[src/rtl/clk_en_gen.sv]
// clk_en_gen: programmable clock-enable strobe generator with run/stop handshake.
// Revision 1.0
`default_nettype none

module clk_en_gen #(
  parameter int unsigned DIV_W       = 26,
  parameter int unsigned DEFAULT_DIV = 25_000_000
) (
  input  logic             Clk,
  input  logic             Reset_n,
  input  logic             run,
  input  logic             div_load,
  input  logic [DIV_W-1:0] div_in,
  input  logic             cnt_clr,
  output logic             clk_en,
  output logic             gate_en,
  output logic             busy,
  output logic [15:0]      en_cnt
);

  localparam logic [1:0] S_IDLE = 2'd0;
  localparam logic [1:0] S_RUN  = 2'd1;
  localparam logic [1:0] S_STOP = 2'd2;

  localparam logic [DIV_W-1:0] C_DEF_DIV = DIV_W'(DEFAULT_DIV);
  localparam logic [DIV_W-1:0] C_MIN_DIV = DIV_W'(2);
  localparam logic [DIV_W-1:0] C_ONE     = DIV_W'(1);

  logic [1:0]       state_q, state_d;
  logic [DIV_W-1:0] cnt_q, cnt_d;
  logic [DIV_W-1:0] div_q, div_d;
  logic             strobe_q;
  logic             clk_en_q;
  logic             gate_q;
  logic             busy_q;
  logic [15:0]      en_cnt_q, en_cnt_d;

  logic             wrap_w;
  logic [DIV_W-1:0] cnt_inc_w;

  assign wrap_w    = (state_q != S_IDLE) && (cnt_q == (div_q - C_ONE));
  assign cnt_inc_w = wrap_w ? '0 : (cnt_q + C_ONE);

  always_comb begin
    state_d = state_q;
    cnt_d   = cnt_q;
    div_d   = div_q;
    case (state_q)
      S_IDLE: begin
        cnt_d = '0;
        if (div_load) begin
          div_d = (div_in < C_MIN_DIV) ? C_MIN_DIV : div_in;
        end
        if (run) begin
          state_d = S_RUN;
        end
      end
      S_RUN: begin
        cnt_d = cnt_inc_w;
        if (!run) begin
          state_d = S_STOP;
        end
      end
      S_STOP: begin
        cnt_d = cnt_inc_w;
        // Re-requesting run keeps the period running so no strobe is lost.
        if (run) begin
          state_d = S_RUN;
        end else if (wrap_w) begin
          state_d = S_IDLE;
        end
      end
      default: begin
        state_d = S_IDLE;
        cnt_d   = '0;
      end
    endcase
  end

  always_comb begin
    en_cnt_d = en_cnt_q;
    if (cnt_clr) begin
      en_cnt_d = '0;
    end else if (strobe_q) begin
      en_cnt_d = en_cnt_q + 16'd1;
    end
  end

  // Status outputs lag the FSM by one cycle, aligning them with the strobe
  // so the final strobe coincides with busy/gate_en dropping.
  always_ff @(posedge Clk or negedge Reset_n) begin
    if (!Reset_n) begin
      state_q  <= S_IDLE;
      cnt_q    <= '0;
      div_q    <= C_DEF_DIV;
      strobe_q <= 1'b0;
      clk_en_q <= 1'b0;
      gate_q   <= 1'b0;
      busy_q   <= 1'b0;
      en_cnt_q <= '0;
    end else begin
      state_q  <= state_d;
      cnt_q    <= cnt_d;
      div_q    <= div_d;
      strobe_q <= wrap_w;
      clk_en_q <= strobe_q;
      gate_q   <= (state_q == S_RUN) || (state_q == S_STOP);
      busy_q   <= (state_q != S_IDLE);
      en_cnt_q <= en_cnt_d;
    end
  end

  assign clk_en  = clk_en_q;
  assign gate_en = gate_q;
  assign busy    = busy_q;
  assign en_cnt  = en_cnt_q;

endmodule

`default_nettype wire
[config.mk]
export PLATFORM = sky130hd
export DESIGN_NAME = clk_en_gen
export DESIGN_NICKNAME = d
export VERILOG_FILES = /design/src/rtl/clk_en_gen.sv
export SDC_FILE = /design/constraint.sdc
export NUM_CORES = 1
export LEC_CHECK = 0
export ABC_CLOCK_PERIOD_IN_PS = 3200
export BUFFER_PORTS_ARGS = -buffer_cell sky130_fd_sc_hd__buf_2
export CORE_MARGIN = 5
export CORE_UTILIZATION = 50
export CTS_CLUSTER_DIAMETER = 80
export DETAILED_ROUTE_END_ITERATION = 8
export GPL_TIMING_DRIVEN = 0
export PLACE_DENSITY = 0.79
export SLEW_MARGIN = 40
export SYNTH_ARGS = -nofsm -noshare
export SYNTH_HDL_FRONTEND = slang
export SYNTH_SLANG_ARGS = --single-unit
export TNS_END_PERCENT = 10
[constraint.sdc]
create_clock -name Clk -period 3.2 [get_ports Clk]
set_input_delay 0.16 -clock Clk [delete_from_list [all_inputs] [get_ports Clk]]
set_output_delay 0.16 -clock Clk [all_outputs]
set_load 0.01 [all_outputs]
Word level (Yosys, flattened, before mapping)
Index checks and enable logic that the tools add are counted.
Widths: inputs -> output; s select.
{"block": "totals", "register_bits": 74, "input_bits": 31, "out_inout_bits": 19, "elab_cells": 36}
{"block": "op_classes", "n_addsub": 3, "order_cmp": 1, "eq_ne": 6, "muxes": 10, "reduce_logical": 8}
{"op": "$mux 26", "n": 3}
{"op": "$mux 16", "n": 2}
{"op": "$add 26x1->26 const B", "n": 1}
{"op": "$eq 26x26->1", "n": 1}
{"op": "$lt 26x2->1 const B", "n": 1}
{"op": "$sub 26x1->26 const B", "n": 1}
{"op": "$add 16x1->16 const B", "n": 1}
{"op": "$mux 2", "n": 4}
{"op": "$pmux 2 s3", "n": 1}
{"op": "$ne 2x2->1 const B", "n": 2}
{"op": "$reduce_bool 2->1", "n": 2}
{"op": "$ne 3x3->1 const B", "n": 1}
{"op": "$reduce_and 3->1", "n": 1}
{"op": "$eq 2x1->1 const B", "n": 1}
{"op": "$eq 2x2->1 const B", "n": 1}
{"op": "$logic_not 2->1", "n": 1}
{"op": "$reduce_and 2->1", "n": 1}
{"op": "$reduce_or 2->1", "n": 1}
{"op": "$logic_and 1x1->1", "n": 1}
{"op": "$logic_or 1x1->1", "n": 1}

Depth between registers and ports, before layout
{"block": "depth", "ltp_word": 6, "ltp_mapped": 11, "depth_no_buf": 10}

Worst setup path after synthesis
No wires, ideal clock.
{"block": "synth_timing", "path_kind": "reg2reg", "startpoint": "register div_q[3]", "endpoint": "register cnt_q[24]", "t_arrival_ns": 2.558, "required_ns": 3.081, "path_slack_ns": 0.523, "path_stages_with_launch": 11, "cell_sequence": "dfrtp_1 buf_6 nor4_4 nand2_1 or4_1 mux2i_1 a31oi_1 o2111ai_2 o21ai_2 buf_6 nor2_1"}
{"block": "synth_via", "elab_chain_cells": 5}
{"element": "start: declaration", "line": "31", "source": "logic [DIV_W-1:0] div_q, div_d;"}
{"element": "start signal: assignment", "line": "104", "source": "div_q <= div_d;"}
{"element": "$sub 26x1->26", "line": "41", "source": "assign wrap_w = (state_q != S_IDLE) && (cnt_q == (div_q - C_ONE));"}
{"element": "$eq 26x26->1", "line": "41"}
{"element": "$logic_and 1x1->1", "line": "41"}
{"element": "$mux 26", "line": "42", "source": "assign cnt_inc_w = wrap_w ? '0 : (cnt_q + C_ONE);"}
{"element": "$mux 26", "line": "48", "source": "case (state_q)"}
{"element": "via cnt_d[24]", "line": "30", "source": "logic [DIV_W-1:0] cnt_q, cnt_d;"}
{"element": "end signal: assignment", "line": "103", "source": "cnt_q <= cnt_d;"}
{"element": "end: declaration", "line": "30"}
The timed path passes the listed nets, and every way through them passes these cells.
A chain may end at the register's enable or synchronous reset.

Worst setup path in the final report
{"block": "layout_timing", "startpoint": "register div_q[7]", "endpoint": "register cnt_q[24]"}
The elaborated chain is that of the path after synthesis.

==> results.json <==
{
  "antenna_found_initial": 0,
  "worst_setup_path_startpoint": "div_q[7]",
  "globalRouteOverflowTotal": 0,
  "worst_path_max_delay_cell": "sky130_fd_sc_hd__dfrtp_1",
  "slew_hr_pct": 53.5,
  "path_delay_family": "compound AO/OA/AOI/OAI gates",
  "power.share.clock_pct": 18.0,
  "post_synth_edffs": 0,
  "first_pass_grt_wire_length_mm": 16.0,
  "synth.area.top_cells": "sky130_fd_sc_hd__dfrtp_1 36%, sky130_fd_sc_hd__dfstp_2 7.3%, sky130_fd_sc_hd__xor2_1 6.3%",
  "min_from": "run",
  "post_synth_num_cell_types": 60,
  "clock.fmax_mhz": 330,
  "drt_pre_antenna_iters": 4,
  "floorplan.initialDensity_pct": 51.8,
  "drt_iter0_drc": 201,
  "route.detailed.drc": 0,
  "cts_tree": "built",
  "power.density_cell_area_nw_per_um2": 709,
  "globalRouteTotalUtil_pct": 19.3,
  "number_of_violations_of_the_max_capacitance_limit": 0,
  "num-fill-cells": 712,
  "power_frac_comb_pct": 39.2,
  "synthesis.area_sq_um": 4300,
  "yosys_warnings": 0,
  "vias_in_the_first_global_route": 3485,
  "max_slew.worst_pin.slew_ns": 0.691,
  "synth-seq-cells": 74,
  "timing.critical_path.to_type": "flip-flop",
  "clock_skew_ns": 0.00660,
  "clock-sinks": 74,
  "totalNegativeSetupSlack_ns": 0,
  "number_of_cells_produced_by_synthesis": 439,
  "routed-via-count": 3555,
  "start_kind": "flip-flop",
  "clkLatencyLatePin_ns": 0.35,
  "fp.dieH_um": 103,
  "drt_wl_total_mm": 9.63,
  "count_of_port_buffers_added_during_placement": 48,
  "final_min_period_over_clock_period_pct": 94.6,
  "power.share.switching_pct": 38.3,
  "io-pin-count": 50,
  "postSynthNetCount": 478,
  "shortest_clock_period_the_worst_path_allows_after_layout_ns": 3.03,
  "ys_async_sr_fraction_pct": 100,
  "synthesis.area_per_instance_sq_um": 9.79,
  "path_common_cell": "sky130_fd_sc_hd__o21ai_0",
  "setup.worst_path.class": "flip-flop to flip-flop",
  "placedCellCount": 593,
  "area.growth.synth_to_final_pct": 15.1,
  "finish.net_count": 544,
  "timing_hold_violations_final": 0,
  "crit_path_max_fanout": 10,
  "layout.cells.most_common": "sky130_fd_sc_hd__dfrtp_1",
  "die_width_um": 103,
  "hpwl_mm": 7.27,
  "htree_levels": 3,
  "total_die_area_sq_um": 10600,
  "synth.top_cell.area_share_pct": 36.1,
  "setup_viol": 0,
  "holdCritPathClass": "input pin to flip-flop",
  "ctsLongestPathBuffers": 2,
  "list_of_cells_traversed_by_the_critical_path": "nor4_4 -> nand3_2 -> clkbuf_8 -> o21ai_0 -> o21ai_0 -> nor4b_2 -> o2111ai_2 -> o21ai_4 -> buf_6 -> nor2_1",
  "dpl_cell_area_sq_um": 4700,
  "cts.root.buffer_cell": "sky130_fd_sc_hd__clkbuf_8",
  "gp_congestion": 0.894,
  "power.net_switching_w": 0.00134,
  "worst-endpoint-required_ns": 3.44,
  "layout.cells.non_filler": 615,
  "grt_max_degree": 43,
  "fp-row-count": 33,
  "ys_seq_area_share_pct": 43.4,
  "startpoint_of_the_lowest_slack_register_to_register_path": "div_q[7]",
  "cts_made_buffers": 9,
  "placeableCoreArea_sq_um": 8300,
  "final_cell_area_sq_um": 4940,
  "report.final.slew_viol_count": 0,
  "layout-drive-gt1-share_pct": 24.1,
  "top_library_cells_by_usage_in_the_layout_fill_and_taps_aside": "62 x sky130_fd_sc_hd__dfrtp_1, 61 x sky130_fd_sc_hd__nor2_1, 47 x sky130_fd_sc_hd__buf_2",
  "status": "completed",
  "ir_worst_vdd_uv": 407,
  "seq_power_share_pct": 42.8,
  "cp_num_buf_inv": 2,
  "primary_flip_flop_cell_chosen_by_synthesis_mapping": "sky130_fd_sc_hd__dfrtp_1",
  "route.detailed.wl_per_inst_um": 15.7,
  "internal_power_w": 0.00216,
  "critical-path-max-stage-delay_ns": 0.45,
  "cp.arrival_ns": 3.26,
  "p_leak_nw": 2.05,
  "final_antenna_net_count": 0,
  "netlist.top_cell.by_area": "sky130_fd_sc_hd__dfrtp_1",
  "post_drt_via_cell_ratio": 5.78,
  "insertedDiodeCount": 0,
  "clk_pin_slew_ns": 0.07
}
==> repair_timing <==
item / CTS / global route
hold buffers: 1 / 0
hold endpoints to repair: 32 / 0
resized for setup: 2 / 4
setup buffers: 1 / 4
setup endpoints to repair: 27 / 27
pin swaps: 1 / 2
==> routing by layer <==
layer  wire, um  up-vias  global-route usage [%]
li1           -     1709                       -
met1       4080     1741                    23.1
met2       4840       84                    33.9
met3        418       21                    3.59
met4        290        0                    8.58
met5          0        -                       0
==> path summary, 6_finish.rpt <==
kind / end / cells after the start / slack [ns]
max in group asynchronous: div_q[11] / 3 / 2.37
worst min register to register: clk_en / 0 / 0.37
min in group asynchronous: en_cnt[5] / 2 / 0.25
worst max-delay path: cnt_q[24] / 10 / 0.17
worst min-delay path: state_q[1] / 2 / 0.05
worst max register to register: cnt_q[24] / 10 / 0.17
==> state kept, by name, summed over array words and instances (netlist names) <==
name / flops
busy: 1
clk_en: 1
cnt_q: 26
div_q: 26
en_cnt: 16
gate_en: 1
state_q: 2
strobe_q: 1
==> final cells by class <==
cell class	count	area, sq um	share of cell area [%]
timing repair buffer	55	314	6.35
multi-input combinational	334	2320	46.9
buffer	14	85.1	1.72
inverter	17	63.8	1.29
clock inverter	3	15.0	0.304
sequential	74	1870	37.8
tap	105	131	2.66
clock buffer	13	149	3.01
==> power by group through the flow <==
| stage | Sequential, W | Combinational [W] | Clock [W] |
|---|---|---|---|
| global route | 0.00153 | 0.00150 | 0.000690 |
| finish | 0.00150 | 0.00138 | 0.000630 |
| floorplan | 0.00143 | 0.000990 | 0 |
| CTS | 0.00149 | 0.00131 | 0.000653 |
| detailed placement | 0.00150 | 0.00128 | 0 |
| global placement | 0.00149 | 0.00123 | 0 |
==> synthesized netlist by cell type, drive strengths merged, types with 4 or more instances <==
cell type	number
dfrtp	62
nor2	61
xor2	31
xnor2	27
mux2	24
nand3	21
o21ai	19
nand2	18
inv	17
nand4	16
a21oi	13
dfstp	12
nor4	12
or3	10
clkbuf	9
ha	8
nor3	8
and3	7
nand2b	7
buf	5
a31oi	4
mux2i	4
o211ai	4
or4	4
==> kinds of logic (layout without fill, tap and decap cells) <==
group           Yosys count  after routing  share of synthesized area [%]
compound gates           62             62                           9.61
xor+xnor                 58             58                           11.8
fa+ha+maj                 8              8                           2.33
buf+inv                  31            102                           3.46
flops                    74             74                           43.4
mux                      28             28                           7.22
simple gates            178            178                           22.1
==> metrics by stage <==
step                utilization [%]  setup WS, ns  hold slack [ns]  total power, W
floorplan                         -         0.523           -0.136         0.00242
global placement               56.3        -0.146            0.362         0.00272
detailed placement             56.6        -0.155           0.0606         0.00278
CTS                            58.9        0.0132           0.0356         0.00345
global route                   59.6       -0.0209           0.0484         0.00372
finish                         59.6         0.172           0.0538         0.00351
Power figures use the tool's default switching activity.
